==> src/rtl/column_readout_rr.sv <==
// rtl/column_readout_rr.sv - super-pixel column readout: hit sync, timestamp/count capture, round-robin drain into FWFT FIFO
module column_readout_fifo #(
   parameter int W     = 13,
   parameter int DEPTH = 8
) (
   input  logic         clk,
   input  logic         rst,
   input  logic         push,
   input  logic [W-1:0] wdata,
   input  logic         pop,
   output logic [W-1:0] rdata,
   output logic         valid,
   output logic         full
);
   localparam int PW = $clog2(DEPTH);

   logic [W-1:0]  mem [DEPTH];
   logic [PW-1:0] wr_ptr;
   logic [PW-1:0] rd_ptr;
   logic [PW:0]   count;

   always_ff @(posedge clk or posedge rst) begin
      if (rst) begin
         wr_ptr <= '0;
         rd_ptr <= '0;
         count  <= '0;
         for (int i = 0; i < DEPTH; i++) mem[i] <= '0;
      end else begin
         if (push) begin
            mem[wr_ptr] <= wdata;
            wr_ptr      <= wr_ptr + 1'b1;
         end
         if (pop) rd_ptr <= rd_ptr + 1'b1;
         if (push && !pop)      count <= count + 1'b1;
         else if (!push && pop) count <= count - 1'b1;
      end
   end

   assign valid = (count != '0);
   assign full  = (count == (PW+1)'(DEPTH));
   assign rdata = valid ? mem[rd_ptr] : '0;
endmodule

module column_readout_rr #(
   parameter int N_PIX      = 16,
   parameter int TS_W       = 9,
   parameter int CNT_W      = 8,
   parameter int FIFO_DEPTH = 8,
   parameter int LOST_W     = 8,
   localparam int AW        = $clog2(N_PIX)
) (
   input  logic                 clk_40MHz,
   input  logic                 rst,
   input  logic                 shutter,
   input  logic                 mode,
   input  logic [N_PIX-1:0]     hit,
   input  logic [TS_W-1:0]      TimeStamp,
   input  logic                 shake_hands_col,
   output logic [AW+TS_W-1:0]   col_data,
   output logic                 col_valid,
   output logic                 hit_or_column,
   output logic [LOST_W-1:0]    lost_cnt
);
   localparam int LOST_MAX = (1 << LOST_W) - 1;

   logic [N_PIX-1:0] s1, s2, s3, hit_edge;
   logic             shutter_q, shutter_q2, mode_q;
   logic             shutter_fall, shutter_rise, mode_chg;

   logic [N_PIX-1:0] flag, flag_n;
   logic [TS_W-1:0]  ts   [N_PIX];
   logic [TS_W-1:0]  ts_n [N_PIX];
   logic [CNT_W-1:0] cnt   [N_PIX];
   logic [CNT_W-1:0] cnt_n [N_PIX];

   logic [AW-1:0]    rr_ptr, rr_ptr_n, gnt_idx;
   logic             gnt_found, gnt_valid;
   logic [TS_W-1:0]  gnt_payload;
   logic [LOST_W-1:0] lost_n;
   logic             fifo_full, fifo_pop;

   assign hit_edge      = s2 & ~s3;
   assign shutter_fall  = shutter_q2 & ~shutter_q;
   assign shutter_rise  = shutter_q & ~shutter_q2;
   assign mode_chg      = (mode != mode_q);
   assign hit_or_column = |flag;

   // Rotating priority search starting at rr_ptr.
   always_comb begin
      int idx;
      idx       = 0;
      gnt_found = 1'b0;
      gnt_idx   = '0;
      for (int k = 0; k < N_PIX; k++) begin
         idx = int'(rr_ptr) + k;
         if (idx >= N_PIX) idx = idx - N_PIX;
         if (!gnt_found && flag[idx]) begin
            gnt_found = 1'b1;
            gnt_idx   = AW'(idx);
         end
      end
   end

   assign gnt_valid   = gnt_found && !fifo_full;
   assign gnt_payload = mode_q ? TS_W'(cnt[gnt_idx]) : ts[gnt_idx];
   assign fifo_pop    = col_valid && shake_hands_col;

   always_comb begin
      rr_ptr_n = rr_ptr;
      if (gnt_valid) rr_ptr_n = (gnt_idx == AW'(N_PIX-1)) ? '0 : gnt_idx + 1'b1;
   end

   always_comb begin
      int   n_lost;
      int   lost_sum;
      logic granted;
      logic new_hit;
      flag_n   = flag;
      ts_n     = ts;
      cnt_n    = cnt;
      n_lost   = 0;
      lost_sum = 0;
      granted  = 1'b0;
      new_hit  = 1'b0;
      for (int i = 0; i < N_PIX; i++) begin
         granted = gnt_valid && (gnt_idx == AW'(i));
         new_hit = hit_edge[i] && shutter;
         if (!mode_q) begin
            // A grant frees the slot in the same cycle, so a coinciding hit re-arms it.
            if (new_hit && (!flag[i] || granted)) begin
               flag_n[i] = 1'b1;
               ts_n[i]   = TimeStamp;
            end else if (granted) begin
               flag_n[i] = 1'b0;
            end
            if (new_hit && flag[i] && !granted) n_lost = n_lost + 1;
         end else begin
            if (granted) flag_n[i] = 1'b0;
            if (shutter_fall && (cnt[i] != '0) && !granted) flag_n[i] = 1'b1;
            if (new_hit)
               cnt_n[i] = granted ? CNT_W'(1) :
                          (cnt[i] == {CNT_W{1'b1}}) ? cnt[i] : cnt[i] + 1'b1;
            else if (granted)
               cnt_n[i] = '0;
         end
         if (mode_chg) begin
            flag_n[i] = 1'b0;
            ts_n[i]   = '0;
            cnt_n[i]  = '0;
         end
      end
      lost_sum = int'(lost_cnt) + n_lost;
      if (lost_sum > LOST_MAX) lost_sum = LOST_MAX;
      lost_n = shutter_rise ? '0 : LOST_W'(lost_sum);
   end

   always_ff @(posedge clk_40MHz or posedge rst) begin
      if (rst) begin
         s1         <= '0;
         s2         <= '0;
         s3         <= '0;
         shutter_q  <= 1'b0;
         shutter_q2 <= 1'b0;
         mode_q     <= 1'b0;
         flag       <= '0;
         rr_ptr     <= '0;
         lost_cnt   <= '0;
         for (int i = 0; i < N_PIX; i++) begin
            ts[i]  <= '0;
            cnt[i] <= '0;
         end
      end else begin
         s1         <= hit;
         s2         <= s1;
         s3         <= s2;
         shutter_q  <= shutter;
         shutter_q2 <= shutter_q;
         mode_q     <= mode;
         flag       <= flag_n;
         rr_ptr     <= rr_ptr_n;
         lost_cnt   <= lost_n;
         ts         <= ts_n;
         cnt        <= cnt_n;
      end
   end

   column_readout_fifo #(
      .W     (AW + TS_W),
      .DEPTH (FIFO_DEPTH)
   ) u_fifo (
      .clk   (clk_40MHz),
      .rst   (rst),
      .push  (gnt_valid),
      .wdata ({gnt_idx, gnt_payload}),
      .pop   (fifo_pop),
      .rdata (col_data),
      .valid (col_valid),
      .full  (fifo_full)
   );
endmodule

==> config.mk <==
export PLATFORM = sky130hd
export DESIGN_NAME = column_readout_rr
export DESIGN_NICKNAME = d
export VERILOG_FILES = /design/src/rtl/column_readout_rr.sv
export SDC_FILE = /design/constraint.sdc
export NUM_CORES = 1
export LEC_CHECK = 0
export CAP_MARGIN = 20
export CORE_ASPECT_RATIO = 1.25
export CORE_MARGIN = 1
export CORE_UTILIZATION = 35
export CTS_BUF_LIST = sky130_fd_sc_hd__clkbuf_4 sky130_fd_sc_hd__clkbuf_8
export DETAILED_ROUTE_END_ITERATION = 8
export GPL_TIMING_DRIVEN = 0
export PLACE_DENSITY_LB_ADDON = 0.05
export REMOVE_ABC_BUFFERS = 1
export SYNTH_ARGS = -nofsm -noshare
export SYNTH_HDL_FRONTEND = slang
export SYNTH_HIERARCHICAL = 1
export SYNTH_SLANG_ARGS = --single-unit
==> constraint.sdc <==
create_clock -name clk_40MHz -period 15 [get_ports clk_40MHz]
set_input_delay 3 -clock clk_40MHz [delete_from_list [all_inputs] [get_ports clk_40MHz]]
set_output_delay 3 -clock clk_40MHz [all_outputs]
set_load 0.1 [all_outputs]
==> Word level (Yosys, flattened, before mapping) <==
Cells that the tools add are included.
{ "totals": {"reg_bits": 465, "inputBits": 30, "out_inout_bits": 23} }
{ "classes": {"n_addsub": 68, "order_cmp": 37, "n_eq_ne": 50, "mux": 371, "n_bitwise": 9, "reduce_logical": 283} }
{ "ops": {"columns": ["operator", "count"], "rows": [
  ["two-way mux 32 bit", 46],
  ["two-way mux 8 bit", 100],
  ["less-than comparator 32 x 6 -> 1 bit (second input constant)", 16],
  ["adder 32 x 2 -> 32 bit (second input constant)", 15],
  ["two-way mux 9 bit", 51],
  ["logical AND 1 bit", 132],
  ["two-way mux 1 bit", 130],
  ["adder 8 x 1 -> 8 bit (second input constant)", 16],
  ["equality test 8 bit (second input constant)", 16],
  ["nonzero test 8 bit", 16],
  ["bitwise mux 104 bit", 1],
  ["subtractor 5 x 5 -> 6 bit (second input constant)", 15],
  [">= comparator 5 bit (second input constant)", 16],
  ["two-way mux 4 bit", 19],
  ["binary-select mux 1 bit (select 4 bit)", 16],
  ["two-way mux 13 bit", 4],
  ["zero test 1 bit", 50],
  ["!= test 3 bit (second input constant)", 16],
  ["AND reduction 3 bit", 16],
  ["nonzero test 3 bit", 16],
  ["adder 4 x 4 -> 5 bit (second input constant)", 8],
  ["binary-select mux 13 bit (select 3 bit)", 1],
  ["demux 13 bit (select 3 bit)", 1],
  ["binary-select mux 9 bit (select 4 bit)", 1],
  ["other kinds (31)", 100]
]} }

==> Logic depth before layout (Yosys ltp) <==
{ "depth": {"ltp_word": 106, "depth_mapped": 90} }

==> By module <==
The synthesis kept the hierarchy.
{ "modules_own_cells": {"columns": ["mod", "instances", "cells_each", "area_per_inst_um2"], "rows": [
  ["column_readout_rr", 1, 2260, 23045.9],
  ["column_readout_fifo", 1, 326, 5260.0]
]} }

==> Least setup slack after synthesis <==
OpenSTA, ideal clock, no wires.
{ "synth_path": {"path_type": "reg2reg", "startpoint": "reg rr_ptr[1]", "endpoint": "reg lost_cnt[0]", "setup_time_ns": 0.139, "t_arrival_ns": 16.268, "required_ns": 14.861, "setup_slack_ns": -1.407, "stages_incl_launch_ff": 83, "path_cell_list": "dfrtp_1 -> buf_2 -> buf_6 -> buf_6 -> inv_1 -> ha_1 -> buf_2 -> mux4_2 -> mux4_2 -> nor4_4 -> and3_1 -> buf_4 -> o21ai_0 -> nand3_1 -> and3b_1 -> a21oi_1 -> o21ai_0 -> clkbuf_1 -> (+47 left out) -> mux2i_1 -> nor2_1 -> ha_1 -> nor2_1 -> a21oi_1 -> and2_1 -> ha_1 -> nand4_1 -> xnor2_1 -> nor2_1 -> ha_1 -> a21oi_1 -> o21ai_0 -> a21oi_1 -> o21bai_1 -> a21o_1 -> a21oi_1 -> a21oi_1"} }
{ "synth_via": {"elab_chain_len": 106, "word_cells_on_any_way": 289, "classes_between": "add/sub (47); order compare (17); eq/ne (15); mux (130); reduce/logical (80)"} }
{ "synth_rtl": {"columns": ["element", "line", "text"], "rows": [
  ["start: declaration", "76", "logic [AW-1:0] rr_ptr, rr_ptr_n, gnt_idx;"],
  ["start signal: assignment", "180", "rr_ptr <= rr_ptr_n;"],
  ["parallel branches: the longest is 50 deep, another holds subtractor 5 x 5 -> 6 bit", null, null],
  ["two-way mux 4 bit *", "97", "if (!gnt_found && flag[idx]) begin"],
  ["via gnt_idx[0]", "76", null],
  ["zero test 4 bit", "126", "granted = gnt_valid && (gnt_idx == AW'(i));"],
  ["logical AND 1 bit", "126", null],
  ["zero test 1 bit", "136", "if (new_hit && flag[i] && !granted) n_lost = n_lost + 1;"],
  ["logical AND 1 bit", "136", null],
  ["two-way mux 1 bit", "136", null],
  ["(+43 left out)", null, null],
  ["adder 32 x 2 -> 32 bit", "136", null],
  ["two-way mux 32 bit", "136", null],
  ["two-way mux 32 bit *", "128", "if (!mode_q) begin"],
  ["adder 9 x 32 -> 32 bit *", "152", "lost_sum = int'(lost_cnt) + n_lost;"],
  ["greater-than comparator 32 x 9 -> 1 bit", "153", "if (lost_sum > LOST_MAX) lost_sum = LOST_MAX;"],
  ["two-way mux 8 bit *", "153", null],
  ["two-way mux 8 bit *", "154", "lost_n = shutter_rise ? '0 : LOST_W'(lost_sum);"],
  ["via lost_n[0]", "79", "logic [LOST_W-1:0] lost_n;"],
  ["end signal: assignment", "181", "lost_cnt <= lost_n;"],
  ["end: declaration", "62", "output logic [LOST_W-1:0] lost_cnt"]
]} }
Mark *: on every way through the listed nets, which the timed path passes. The select of a mux whose other input is x is not followed.
A chain may end at the register's enable or synchronous reset.

==> Final worst setup path <==
{ "layout_path": {"startpoint": "reg rr_ptr[0]", "endpoint": "reg lost_cnt[3]"} }
{ "layout_via": {"elab_chain_len": 106, "word_cells_on_any_way": 289, "classes_between": "add/sub (47); order compare (17); eq/ne (15); mux (130); reduce/logical (80)"} }
{ "layout_rtl": {"columns": ["element", "line"], "rows": [
  ["parallel branches: the longest is 101 deep, another holds subtractor 5 x 5 -> 6 bit", null],
  ["two-way mux 32 bit *", "128"],
  ["adder 9 x 32 -> 32 bit *", "152"],
  ["greater-than comparator 32 x 9 -> 1 bit", "153"],
  ["two-way mux 8 bit *", "153"],
  ["two-way mux 8 bit *", "154"],
  ["via lost_n[3]", "79"]
]} }
Marked as above.

==> impl_metrics.py <==
metrics = {
    "run_status": {
        "status": "finished, final reports clean",
    },
    "cts": {
        "h-tree-depth": 3,
        "clk_pin_slew_ps": 60,
        "cts-root-buf": "clkbuf_8",
        "worstSkewPairLatency_ps": 720,
        "cts.sinks": 465,
        "cts_hold_buf": 0,
        "cts_buffers": 85,
        "cts_buffer_depth": 3,
        "cts_tree": "built",
    },
    "grt": {
        "grt_usage_pct": 21.45,
        "grt_pass1_wl_mm": 134.9,
        "antenna_found_initial": 2,
        "grt_start_max_net_pins": 128,
        "grt_pass1_vias": 21841,
        "grt-ovfl-total": 0,
    },
    "worst_setup_path": {
        "cp.arrival_ps": 15210,
        "cp-endpoint": "lost_cnt[3]",
        "max_stage_delay_ps": 550,
        "cp-end-kind": "register",
        "r2r_start": "rr_ptr[0]",
        "cp.required_ps": 15520,
        "r2r-end": "lost_cnt[3]",
        "r2r_cells": 80,
        "startpoint": "rr_ptr[0]",
        "r2r_slack_ps": 310,
        "crit_path_start_kind": "register",
        "crit_type": "register to register",
        "slowest_stage": "mux4_2",
        "critPathMaxFanout": 8,
        "path_depth": 80,
        "path_delay_family": "adder cells",
        "path_buf_inv": 7,
    },
    "synth": {
        "yosys-top-cells-area": "dfrtp_1 41%, mux4_2 11%, mux2_2 9.9%, o21ai_0 3.4%, ha_1 3.2%",
        "syn-mean-instance-area_um2": 10.95,
        "synth_top_area_share_pct": 41.11,
        "ys.flop_type": "dfrtp_1",
        "netlist_area_um2": 28310,
        "synth.distinct_cells": 109,
        "yosysTopAreaCell": "dfrtp_1",
        "async_flop_share_pct": 100.0,
        "ys_ff_latch": 465,
        "synth-edff-count": 0,
        "synth_warnings": 6,
        "synth_cells": 2586,
        "ys_seq_area_share_pct": 41.11,
    },
    "floorplanning": {
        "io_pins": 53,
        "die-area_um2": 82020,
        "die_y_um": 320.0,
        "start_util_pct": 35.33,
        "core_area_um2": 80120,
        "num_rows": 116,
        "die_x_um": 256.4,
    },
    "route": {
        "totalWireLength_mm": 87.52,
        "drt_iter0_drc": 1271,
        "vias": 21376,
        "remaining_drc_errors": 0,
        "viasPerCell": 5.557,
        "ant_nets": 0,
        "dr.pass1.iters": 5,
        "wl_per_cell_um": 22.75,
    },
    "place": {
        "dp_hpwl_mm": 60.13,
        "gp_congestion": 0.8863,
        "port-buffer-count": 52,
    },
    "timing": {
        "skew_ps": 49.91,
        "period_minus_slack_ps": 14690,
        "slew_viol_final": 0,
        "fin_crit_sh_pct": 97.93,
        "fmax_ghz": 0.06808,
        "max_slew_margin_pct": 26.28,
        "worst_slew_pin_slew_ps": 1101,
        "setup_viol": 0,
        "rsz0062_at_grt": "yes",
        "hold-worst-slack_ps": 345.3,
        "hold_viol_final": 0,
    },
    "layout": {
        "final_common_cell": "dfrtp_1",
        "drive_above_1_share_pct": 30.49,
        "syn_to_final_growth_pct": 18.56,
        "final.fill_count": 7670,
        "nets": 2825,
        "most-common-layout-cells": "459 x dfrtp_1, 246 x mux2_2, 200 x nand2_1",
    },
    "flow_run": {
        "cap_viol_max_count": 0,
    },
    "min_path": {
        "worstHoldPathType": "register to register",
    },
}
==> cells by family (layout without fill, tap and decap cells) <==
group	Yosys count	count (layout)	synth area share, %
fa+ha+maj	76	76	3.404
flops	465	465	41.11
buf+inv	239	432	3.642
simple gates	757	758	13.80
compound gates	493	494	11.02
other cells	0	4	0
xor+xnor	109	109	4.182
mux	447	447	22.84
==> repair_timing <==
action                                  CTS  global route
gates cloned                              3             0
setup buffers                            56            43
pin swaps                                42            59
endpoints found under the setup margin    8             8
gates resized for setup                  89            59
==> stage by stage <==
| step | setup TNS (ps) | util [%] | std cells | area (µm²) | setup WS, ps |
|---|---|---|---|---|---|
| 4_1_cts | 0 | 41.03 | 3796 | 32870 | 0.3322 |
| 3_3_place_gp | -2879020 | 36.80 | 3557 | 29480 | -18610 |
| 6_report | 0 | 41.89 | 3847 | 33560 | 310.3 |
| 2_1_floorplan | -68480 | - | 2443 | 27640 | -8566 |
| 3_5_place_dp | -38440 | 37.61 | 3589 | 30130 | -4815 |
| 5_1_grt | -1991 | 41.88 | 3845 | 33550 | -256.8 |
==> final cells by class <==
class,instances,area (µm²),share of cell area [%]
clock buffer,132,1679,5.003
sequential,465,11650,34.71
inverter,96,409.1,1.219
tap,1062,1329,3.959
timing repair inverter,1,8.758,0.02610
antenna,4,10.01,0.02983
timing repair buffer,187,1954,5.824
clock inverter,16,197.7,0.5891
multi-input combinational,1884,16320,48.64
==> per-layer routing <==
metal	GRT usage [%]	part of all wire (%)	up-vias
met4	7.465	3.2	0
met2	37.44	50	477
li1	-	-	9768
met5	0	0	-
met3	2.956	3.8	152
met1	27.02	43	10979
==> cells in the mapped netlist (all sizes together) (4+ instances only) <==
library cell	instances
o2111ai	5
a21oi	125
and2	17
a21o	19
buf	61
or4	7
a221oi	4
nand4	29
mux2i	59
nor3	37
nand2b	34
o22ai	6
nor4b	20
mux4	133
o21a	8
nor3b	9
o21bai	8
a31oi	18
o211ai	11
inv	96
a22o	15
a2111oi	7
nor2b	20
xnor2	57
dfrtp	465
o21ai	204
nand3b	13
xor2	51
and3	62
a211oi	7
a32o	5
or2	6
o31ai	14
or3	15
ha	73
a21boi	5
nor2	173
nand4b	5
clkbuf	82
and3b	10
nand3	92
mux2	255
nand2	204
==> worst min-delay path by stage <==
stage	start	to	cells past startpoint
finish	s1[2]	s2[2]	0
global route	s1[2]	s2[2]	0
CTS	s1[13]	s2[13]	0
detailed placement	s1[13]	s2[13]	0
global placement	s1[2]	s2[2]	0
floorplan	s1[0]	s2[0]	0
==> state kept, by name, summed over array words and instances (netlist names) <==
signal         flops
ts               144
cnt              128
u_fifo/mem       104
flag              16
s1                16
s2                16
s3                16
lost_cnt           8
rr_ptr             4
u_fifo/count       4
u_fifo/rd_ptr      3
u_fifo/wr_ptr      3
mode_q             1
shutter_q          1
shutter_q2         1
Power is left out: the tool's default activity adds up to more than one toggle a clock period on the data nets, which glitch-free logic cannot reach.
